### src/rtl/psum_quant_writer.sv
// rtl/psum_quant_writer.sv - drains psum rows, requantizes lanes to int8 and writes packed words to output BRAM

module psum_quant_writer #(
   parameter int COL               = 8,
   parameter int OUT_DATA_WIDTH    = 32,
   parameter int IN_DATA_WIDTH     = 8,
   parameter int P_BRAM_ADDR_WIDTH = 5,
   parameter int O_BRAM_ADDR_WIDTH = 7,
   parameter int O_BRAM_DATA_WIDTH = 32,
   parameter int SHIFT             = 11
) (
   input  logic                                clk,
   input  logic                                rstn,
   input  logic                                start,
   input  logic [P_BRAM_ADDR_WIDTH:0]          num_rows,
   input  logic [O_BRAM_ADDR_WIDTH-1:0]        o_base_addr,
   output logic                                psum_rd_en,
   output logic [P_BRAM_ADDR_WIDTH-1:0]        psum_rd_addr,
   input  logic [COL*OUT_DATA_WIDTH-1:0]       psum_dout,
   output logic                                o_en,
   output logic                                o_we,
   output logic [O_BRAM_ADDR_WIDTH-1:0]        o_addr,
   output logic [O_BRAM_DATA_WIDTH-1:0]        o_din,
   output logic                                busy,
   output logic                                done
);

   localparam int WORDS = (COL * IN_DATA_WIDTH) / O_BRAM_DATA_WIDTH;
   localparam int WW    = (WORDS > 1) ? $clog2(WORDS) : 1;
   localparam int QW    = COL * IN_DATA_WIDTH;

   localparam logic [WW-1:0] W_LAST = WW'(WORDS - 1);

   // Saturation bounds of the quantized lane, held at psum width for signed compares
   localparam logic signed [OUT_DATA_WIDTH-1:0] QMAX = OUT_DATA_WIDTH'((1 << (IN_DATA_WIDTH - 1)) - 1);
   localparam logic signed [OUT_DATA_WIDTH-1:0] QMIN = ~QMAX;

   typedef enum logic [2:0] {
      S_IDLE,
      S_RD,
      S_CAP,
      S_WR,
      S_DONE
   } state_t;

   state_t                          state_q;
   logic [P_BRAM_ADDR_WIDTH-1:0]    row_q;
   logic [P_BRAM_ADDR_WIDTH:0]      num_rows_q;
   logic [WW-1:0]                   w_q;
   logic [O_BRAM_ADDR_WIDTH-1:0]    wptr_q;
   logic [QW-1:0]                   q_reg_q;
   logic [QW-1:0]                   q_row_d;

   logic                            psum_rd_en_q;
   logic [P_BRAM_ADDR_WIDTH-1:0]    psum_rd_addr_q;
   logic                            o_en_q;
   logic                            o_we_q;
   logic [O_BRAM_ADDR_WIDTH-1:0]    o_addr_q;
   logic [O_BRAM_DATA_WIDTH-1:0]    o_din_q;
   logic                            busy_q;
   logic                            done_q;

   logic                            last_row;

   // Arithmetic shift, round half to even using guard/round/sticky bits, then saturate
   function automatic logic [IN_DATA_WIDTH-1:0] requant(input logic [OUT_DATA_WIDTH-1:0] x);
      logic signed [OUT_DATA_WIDTH-1:0] q;
      logic signed [OUT_DATA_WIDTH-1:0] y;
      logic                             g;
      logic                             r;
      logic                             s;
      logic                             inc;
      q   = $signed(x) >>> SHIFT;
      g   = x[SHIFT-1];
      r   = x[SHIFT-2];
      s   = |x[SHIFT-3:0];
      inc = g & (r | s | q[0]);
      y   = q + {{(OUT_DATA_WIDTH-1){1'b0}}, inc};
      if (y > QMAX) begin
         y = QMAX;
      end else if (y < QMIN) begin
         y = QMIN;
      end
      return y[IN_DATA_WIDTH-1:0];
   endfunction

   // Quantize every lane of the row currently on the psum read port
   always_comb begin
      q_row_d = '0;
      for (int k = 0; k < COL; k++) begin
         q_row_d[IN_DATA_WIDTH*k +: IN_DATA_WIDTH] = requant(psum_dout[OUT_DATA_WIDTH*k +: OUT_DATA_WIDTH]);
      end
   end

   assign last_row = ({1'b0, row_q} == (num_rows_q - 1'b1));

   // Drain FSM; every output is a register updated alongside the state
   always_ff @(posedge clk) begin
      if (!rstn) begin
         state_q        <= S_IDLE;
         row_q          <= '0;
         num_rows_q     <= '0;
         w_q            <= '0;
         wptr_q         <= '0;
         q_reg_q        <= '0;
         psum_rd_en_q   <= 1'b0;
         psum_rd_addr_q <= '0;
         o_en_q         <= 1'b0;
         o_we_q         <= 1'b0;
         o_addr_q       <= '0;
         o_din_q        <= '0;
         busy_q         <= 1'b0;
         done_q         <= 1'b0;
      end else begin
         psum_rd_en_q <= 1'b0;
         o_en_q       <= 1'b0;
         o_we_q       <= 1'b0;
         done_q       <= 1'b0;
         case (state_q)
            S_IDLE: begin
               if (start) begin
                  if (num_rows != '0) begin
                     num_rows_q     <= num_rows;
                     wptr_q         <= o_base_addr;
                     row_q          <= '0;
                     psum_rd_en_q   <= 1'b1;
                     psum_rd_addr_q <= '0;
                     busy_q         <= 1'b1;
                     state_q        <= S_RD;
                  end else begin
                     done_q  <= 1'b1;
                     busy_q  <= 1'b0;
                     state_q <= S_DONE;
                  end
               end
            end
            S_RD: begin
               state_q <= S_CAP;
            end
            S_CAP: begin
               // First word goes straight from the quantizer so the write starts next cycle
               q_reg_q  <= q_row_d;
               w_q      <= '0;
               o_en_q   <= 1'b1;
               o_we_q   <= 1'b1;
               o_addr_q <= wptr_q;
               o_din_q  <= q_row_d[O_BRAM_DATA_WIDTH-1:0];
               wptr_q   <= wptr_q + 1'b1;
               state_q  <= S_WR;
            end
            S_WR: begin
               if (w_q == W_LAST) begin
                  if (last_row) begin
                     done_q  <= 1'b1;
                     busy_q  <= 1'b0;
                     state_q <= S_DONE;
                  end else begin
                     row_q          <= row_q + 1'b1;
                     psum_rd_en_q   <= 1'b1;
                     psum_rd_addr_q <= row_q + 1'b1;
                     state_q        <= S_RD;
                  end
               end else begin
                  w_q      <= w_q + 1'b1;
                  o_en_q   <= 1'b1;
                  o_we_q   <= 1'b1;
                  o_addr_q <= wptr_q;
                  o_din_q  <= q_reg_q[O_BRAM_DATA_WIDTH*int'(w_q) + O_BRAM_DATA_WIDTH +: O_BRAM_DATA_WIDTH];
                  wptr_q   <= wptr_q + 1'b1;
               end
            end
            S_DONE: begin
               state_q <= S_IDLE;
            end
            default: begin
               busy_q  <= 1'b0;
               state_q <= S_IDLE;
            end
         endcase
      end
   end

   assign psum_rd_en   = psum_rd_en_q;
   assign psum_rd_addr = psum_rd_addr_q;
   assign o_en         = o_en_q;
   assign o_we         = o_we_q;
   assign o_addr       = o_addr_q;
   assign o_din        = o_din_q;
   assign busy         = busy_q;
   assign done         = done_q;

endmodule
### config.mk
export PLATFORM = sky130hd
export DESIGN_NAME = psum_quant_writer
export DESIGN_NICKNAME = d
export VERILOG_FILES = /design/src/rtl/psum_quant_writer.sv
export SDC_FILE = /design/constraint.sdc
export NUM_CORES = 1
export LEC_CHECK = 0
export BUFFER_PORTS_ARGS = -buffer_cell sky130_fd_sc_hd__buf_2
export CORE_MARGIN = 3
export CORE_UTILIZATION = 48
export DETAILED_ROUTE_END_ITERATION = 8
export GPL_TIMING_DRIVEN = 0
export PLACE_DENSITY = 0.77
export SKIP_CTS_REPAIR_TIMING = 1
export SYNTH_ARGS = -nofsm -noshare
export SYNTH_HDL_FRONTEND = slang
export SYNTH_SLANG_ARGS = --single-unit
### constraint.sdc
create_clock -name clk -period 5.7 [get_ports clk]
set_input_delay 1.425 -clock clk [delete_from_list [all_inputs] [get_ports clk]]
set_output_delay 1.425 -clock clk [all_outputs]
set_load 0.005 [all_outputs]
**Word level (Yosys, flattened, before mapping)**

Index checks and enable logic that the tools add are counted.

- Output and inout port bits: 49
- Word-level logic and storage cells: 150
- Register bits: 129

- Shift operators: 1
- Equality and inequality tests: 11
- Magnitude comparators: 16
- Muxes and demuxes: 52
- Bitwise logic cells: 25
- Reductions and logical operators: 20
- Add/sub/neg operators: 13

Operators by type and width:

| kind | number |
|---|---|
| $add 21x2->22 | 8 |
| $gt 22x8->1 const B | 8 |
| $lt 22x8->1 const B | 8 |
| $mux 8 | 16 |
| $reduce_or 9->1 | 8 |
| $pmux 32 s2 | 1 |
| $shiftx 64x8->32 | 1 |
| $mux 32 | 1 |
| $mux 7 | 4 |
| $pmux 7 s3 | 1 |
| $mux 5 | 4 |
| $or 1x1->1 | 16 |
| $pmux 7 s2 | 1 |
| $mux 1 | 13 |
| $mux 3 | 4 |
| $ne 2x2->1 const B | 6 |
| $pmux 3 s4 | 1 |
| $pmux 5 s2 | 1 |
| $and 1x1->1 | 8 |
| $pmux 1 s2 | 4 |
| $reduce_and 4->1 | 2 |
| $add 6x6->7 const B | 1 |
| $add 7x1->7 const B | 1 |
| $eq 3x2->1 const B | 2 |
| 16 further kinds | 18 |

**Logic depth before layout (Yosys ltp)**

- Word-level depth: 9
- Mapped depth: 11
- Gate-level depth less buffers: 9

**Worst setup path after synthesis**

Ideal clock, no wire load.

- Path type: input port to flip-flop
- From: input psum_dout[75]
- To: register o_din_q[16] (netlist: o_din[16])
- Required time: 5,614 ps
- Buffers on the path: 0
- Arrival: 3,318 ps
- Setup slack: 2,296 ps
- Cell stages on the path: 9
- Cell sequence: and2_1 -> ha_1 -> nand3_1 -> or4_1 -> a211oi_1 -> o221ai_1 -> o31ai_4 -> nand2_1 -> a221oi_2

- Word-level cells in the longest chain between the ends: 7

RTL lines:

| item | line | RTL |
|---|---|---|
| from (decl) | 19 | `input logic [COL*OUT_DATA_WIDTH-1:0] psum_dout,` |
| $or 1x1->1 | 77 | `inc = g & (r \| s \| q[0]);` |
| $and 1x1->1 | 77 |  |
| $add 21x2->22 (*) | 78 | `y = q + {{(OUT_DATA_WIDTH-1){1'b0}}, inc};` |
| $lt 22x8->1 | 81 | `end else if (y < QMIN) begin` |
| $mux 8 | 81 |  |
| $mux 8 (*) | 79 | `if (y > QMAX) begin` |
| $pmux 32 s2 (*) | 119 | `case (state_q)` |
| to (signal assigned) | 147 | `o_din_q <= q_row_d[O_BRAM_DATA_WIDTH-1:0];` |
| to (signal assigned) | 168 | `o_din_q <= q_reg_q[O_BRAM_DATA_WIDTH*int'(w_q) + O_BRAM_DATA_WIDTH +: O_BRAM_DATA_WIDTH];` |
| to (decl) | 59 | `logic [O_BRAM_DATA_WIDTH-1:0] o_din_q;` |

Mark *: on every way between the ends. The rest lies on a longest branch, timed or not.
A chain may end at the register's enable or synchronous reset.

**Final worst setup path**

- From: input psum_dout[43]
- To: register o_din_q[13] (netlist: o_din[13])

Same word-level chain as after synthesis.

==> impl_metrics.env <==
export IMPL_endpoint_kind="register"
export IMPL_min_path_type="register to register"
export IMPL_wirelength_um=33500
export IMPL_status="complete, no violations"
export IMPL_clockBufferDepth=2
export IMPL_antenna_found_initial=0
export IMPL_ir_worst_vdd_uv=121
export IMPL_grt_pass1_vias=10600
export IMPL_start_kind="input pin"
export IMPL_h_tree_depth=3
export IMPL_synth_area_leaders="dfxtp_1, nand2_1, xnor2_1"
export IMPL_grt_start_max_net_pins=17
export IMPL_root_buffer="clkbuf_16"
export IMPL_report_final_setup_viol=0
export IMPL_path_buf_inv=2
export IMPL_holdWs_ps=450
export IMPL_ys_async_sr_fraction_pct=0
export IMPL_power_leakage_nw=4.45
export IMPL_yosys_area_top_type="dfxtp_1"
export IMPL_wl_per_cell_um=17.9
export IMPL_overflow=0
export IMPL_worst_path_dominant_cell_family="simple AND/OR/NAND/NOR gates"
export IMPL_tritoncts="built"
export IMPL_final_area_sq_mm=0.0117
export IMPL_yosysTopAreaCellShare_pct=20.4
export IMPL_dpl_cell_count=1855
export IMPL_area_growth_pct=22.3
export IMPL_dpl_cell_area_sq_mm=0.0114
export IMPL_n_fill_cell=1802
export IMPL_maxCapViolations=0
export IMPL_yosys_warnings=0
export IMPL_crit_arrival_ps=3880
export IMPL_period_needed_ps=3620
export IMPL_io_pins=321
export IMPL_netlist_area_sq_mm=0.00953
export IMPL_drc_errors=0
export IMPL_clkLatencyLatePin_ps=350
export IMPL_drv_slew=0
export IMPL_powerDensity_mw_per_mm2=173
export IMPL_globalplace_congestion=0.950
export IMPL_synth_avg_cell_area_sq_um=7.38
export IMPL_synth_top_family_by_area="simple AND/OR/NAND/NOR gates"
export IMPL_yosys_mux_area_fraction_pct=2.15
export IMPL_crit_required_ps=5950
export IMPL_drt_pass1_iterations=5
export IMPL_port_buffers=303
export IMPL_path_cells="buf_2 -> and2_1 -> ha_1 -> and3_1 -> clkbuf_1 -> nor4_1 -> o21ai_0 -> a22oi_1 -> nor4b_4 -> o21ai_0 -> a221oi_1"
export IMPL_fin_skew_ps=9.60
export IMPL_synth_seq_area_share_pct=20.4
export IMPL_slew_headroom_pct=42.9
export IMPL_highest_layer="met4"
export IMPL_cts_sinks=97
export IMPL_final_cells=1871
export IMPL_postSynthNetCount=1575
export IMPL_synthCells=1292
export IMPL_ys_ff_latch=97
export IMPL_antenna_left=0
export IMPL_grt_pass1_wl_um=52800
export IMPL_path_class="input pin to register"
export IMPL_rsz0062_at_grt="no"
export IMPL_cp_slowest_stage_delay_ps=350
export IMPL_synth_cell_types=97
export IMPL_slowest_stage="nor4b_4"
export IMPL_coreArea_sq_mm=0.0191
export IMPL_synth_xor_area_share_pct=6.34
export IMPL_die_area_sq_mm=0.0216
export IMPL_synth_common_cells="nand2_1, nor2_1, dfxtp_1, a21oi_1, o21ai_0"
export IMPL_crit_top_cell="o21ai_0"
export IMPL_synthAdderAreaFrac_pct=1.44
export IMPL_wl_met1_um=14100
export IMPL_fmax_mhz=276
export IMPL_synthFlopType="dfxtp_1"
export IMPL_clk_pin_slew_ps=70
export IMPL_fin_ws_ps=2080
export IMPL_num_nets_final=1889
export IMPL_synthSimpleGateAreaFrac_pct=38.8
export IMPL_worst_slew_pin_slew_ps=846
export IMPL_vias=11700
export IMPL_tns_ps=0
export IMPL_die_h_um=147
export IMPL_synth_compound_area_share_pct=27.7
export IMPL_rows=50
export IMPL_synth_edff_count=0
export IMPL_initial_core_util_pct=49.9
export IMPL_drt_vias_per_instance=6.27
export IMPL_cp_max_fo=6
export IMPL_met2_length_um=15600
export IMPL_drive_above_1_share_pct=25.3
export IMPL_cts_buffers=9
export IMPL_post_place_ws_ps=1720
export IMPL_yosysMostFrequentCell="nand2_1"
export IMPL_hold_violations=0
export IMPL_drtIter0Drc=717
export IMPL_track_usage_pct=29.0
export IMPL_postLayoutCoreUtil_pct=61.1
export IMPL_wl_met3_um=2930
export IMPL_period_share_pct=63.6
export IMPL_finalPower_mw=2.02
export IMPL_hpwl_um=27000
export IMPL_die_w_um=147
export IMPL_diodes=0
==> logic make-up after synthesis <==
group | count (synthesis)
flops | 97
compound gates | 372
xor+xnor | 69
simple gates | 648
fa+ha+maj | 11
buf+inv | 75
mux | 20
==> flip-flops by register name, summed over array words and instances (netlist names), 3 cells and up <==
signal and count:
psum_rd_addr 5, o_addr 7, q_reg_q 32, o_din 32, wptr_q 7, num_rows_q 6, state_q 3
==> layout by cell type (no fill, tap or decap), types with 16 or more instances in the layout <==
cell type  count
dfxtp_1       97
mux2i_1       16
nor4_1        33
o21ai_0       67
nand3_1       65
buf_2        318
clkbuf_1      42
o22ai_1       21
a21oi_1       73
and4_1        17
nor2_1        98
nand4_1       53
and2_1        19
or3_1         24
nor3_1        40
xor2_1        22
nand2_1      142
and3_1        27
xnor2_1       47
o211ai_1      24
nand2b_1      24
inv_1         16
a31oi_1       31
==> worst min-delay path: stages (launching register included) <==
cell and delay, ps:
dfxtp_1 310, nand2_1 50, a21oi_1 50
==> final cells by class <==
| type | count | area [sq um] | share of cell area, % |
|---|---|---|---|
| timing repair buffer | 303 | 1520 | 13.0 |
| buffer | 58 | 240 | 2.06 |
| multi-input combinational | 1120 | 7280 | 62.5 |
| sequential | 97 | 1940 | 16.7 |
| tap | 260 | 325 | 2.79 |
| inverter | 17 | 63.8 | 0.548 |
| clock buffer | 11 | 243 | 2.08 |
| clock inverter | 5 | 38.8 | 0.333 |
==> final timing paths <==
| kind | startpoint | end | slack, ps | depth (start not counted) |
|---|---|---|---|---|
| max | psum_dout[43] | o_din[13] | 2080 | 11 |
| min reg2reg | o_addr[3] | o_addr[3] | 450 | 2 |
| min | o_addr[3] | o_addr[3] | 450 | 2 |
| max reg2reg | state_q[2] | o_addr[0] | 2510 | 10 |
==> layer usage <==
metal	vias up	GRT usage, %
met4	0	8.71
li1	5671	-
met1	5453	38.0
met2	548	49.0
met3	55	5.15
met5	-	0
==> power breakdown <==
group          total (mW)  switching (mW)  internal [mW]
clock network       0.580           0.269          0.311
logic               0.642           0.375          0.266
registers           0.795          0.0500          0.745
total                2.02           0.694           1.32
Note: power is estimated with default switching activity, not from simulation.
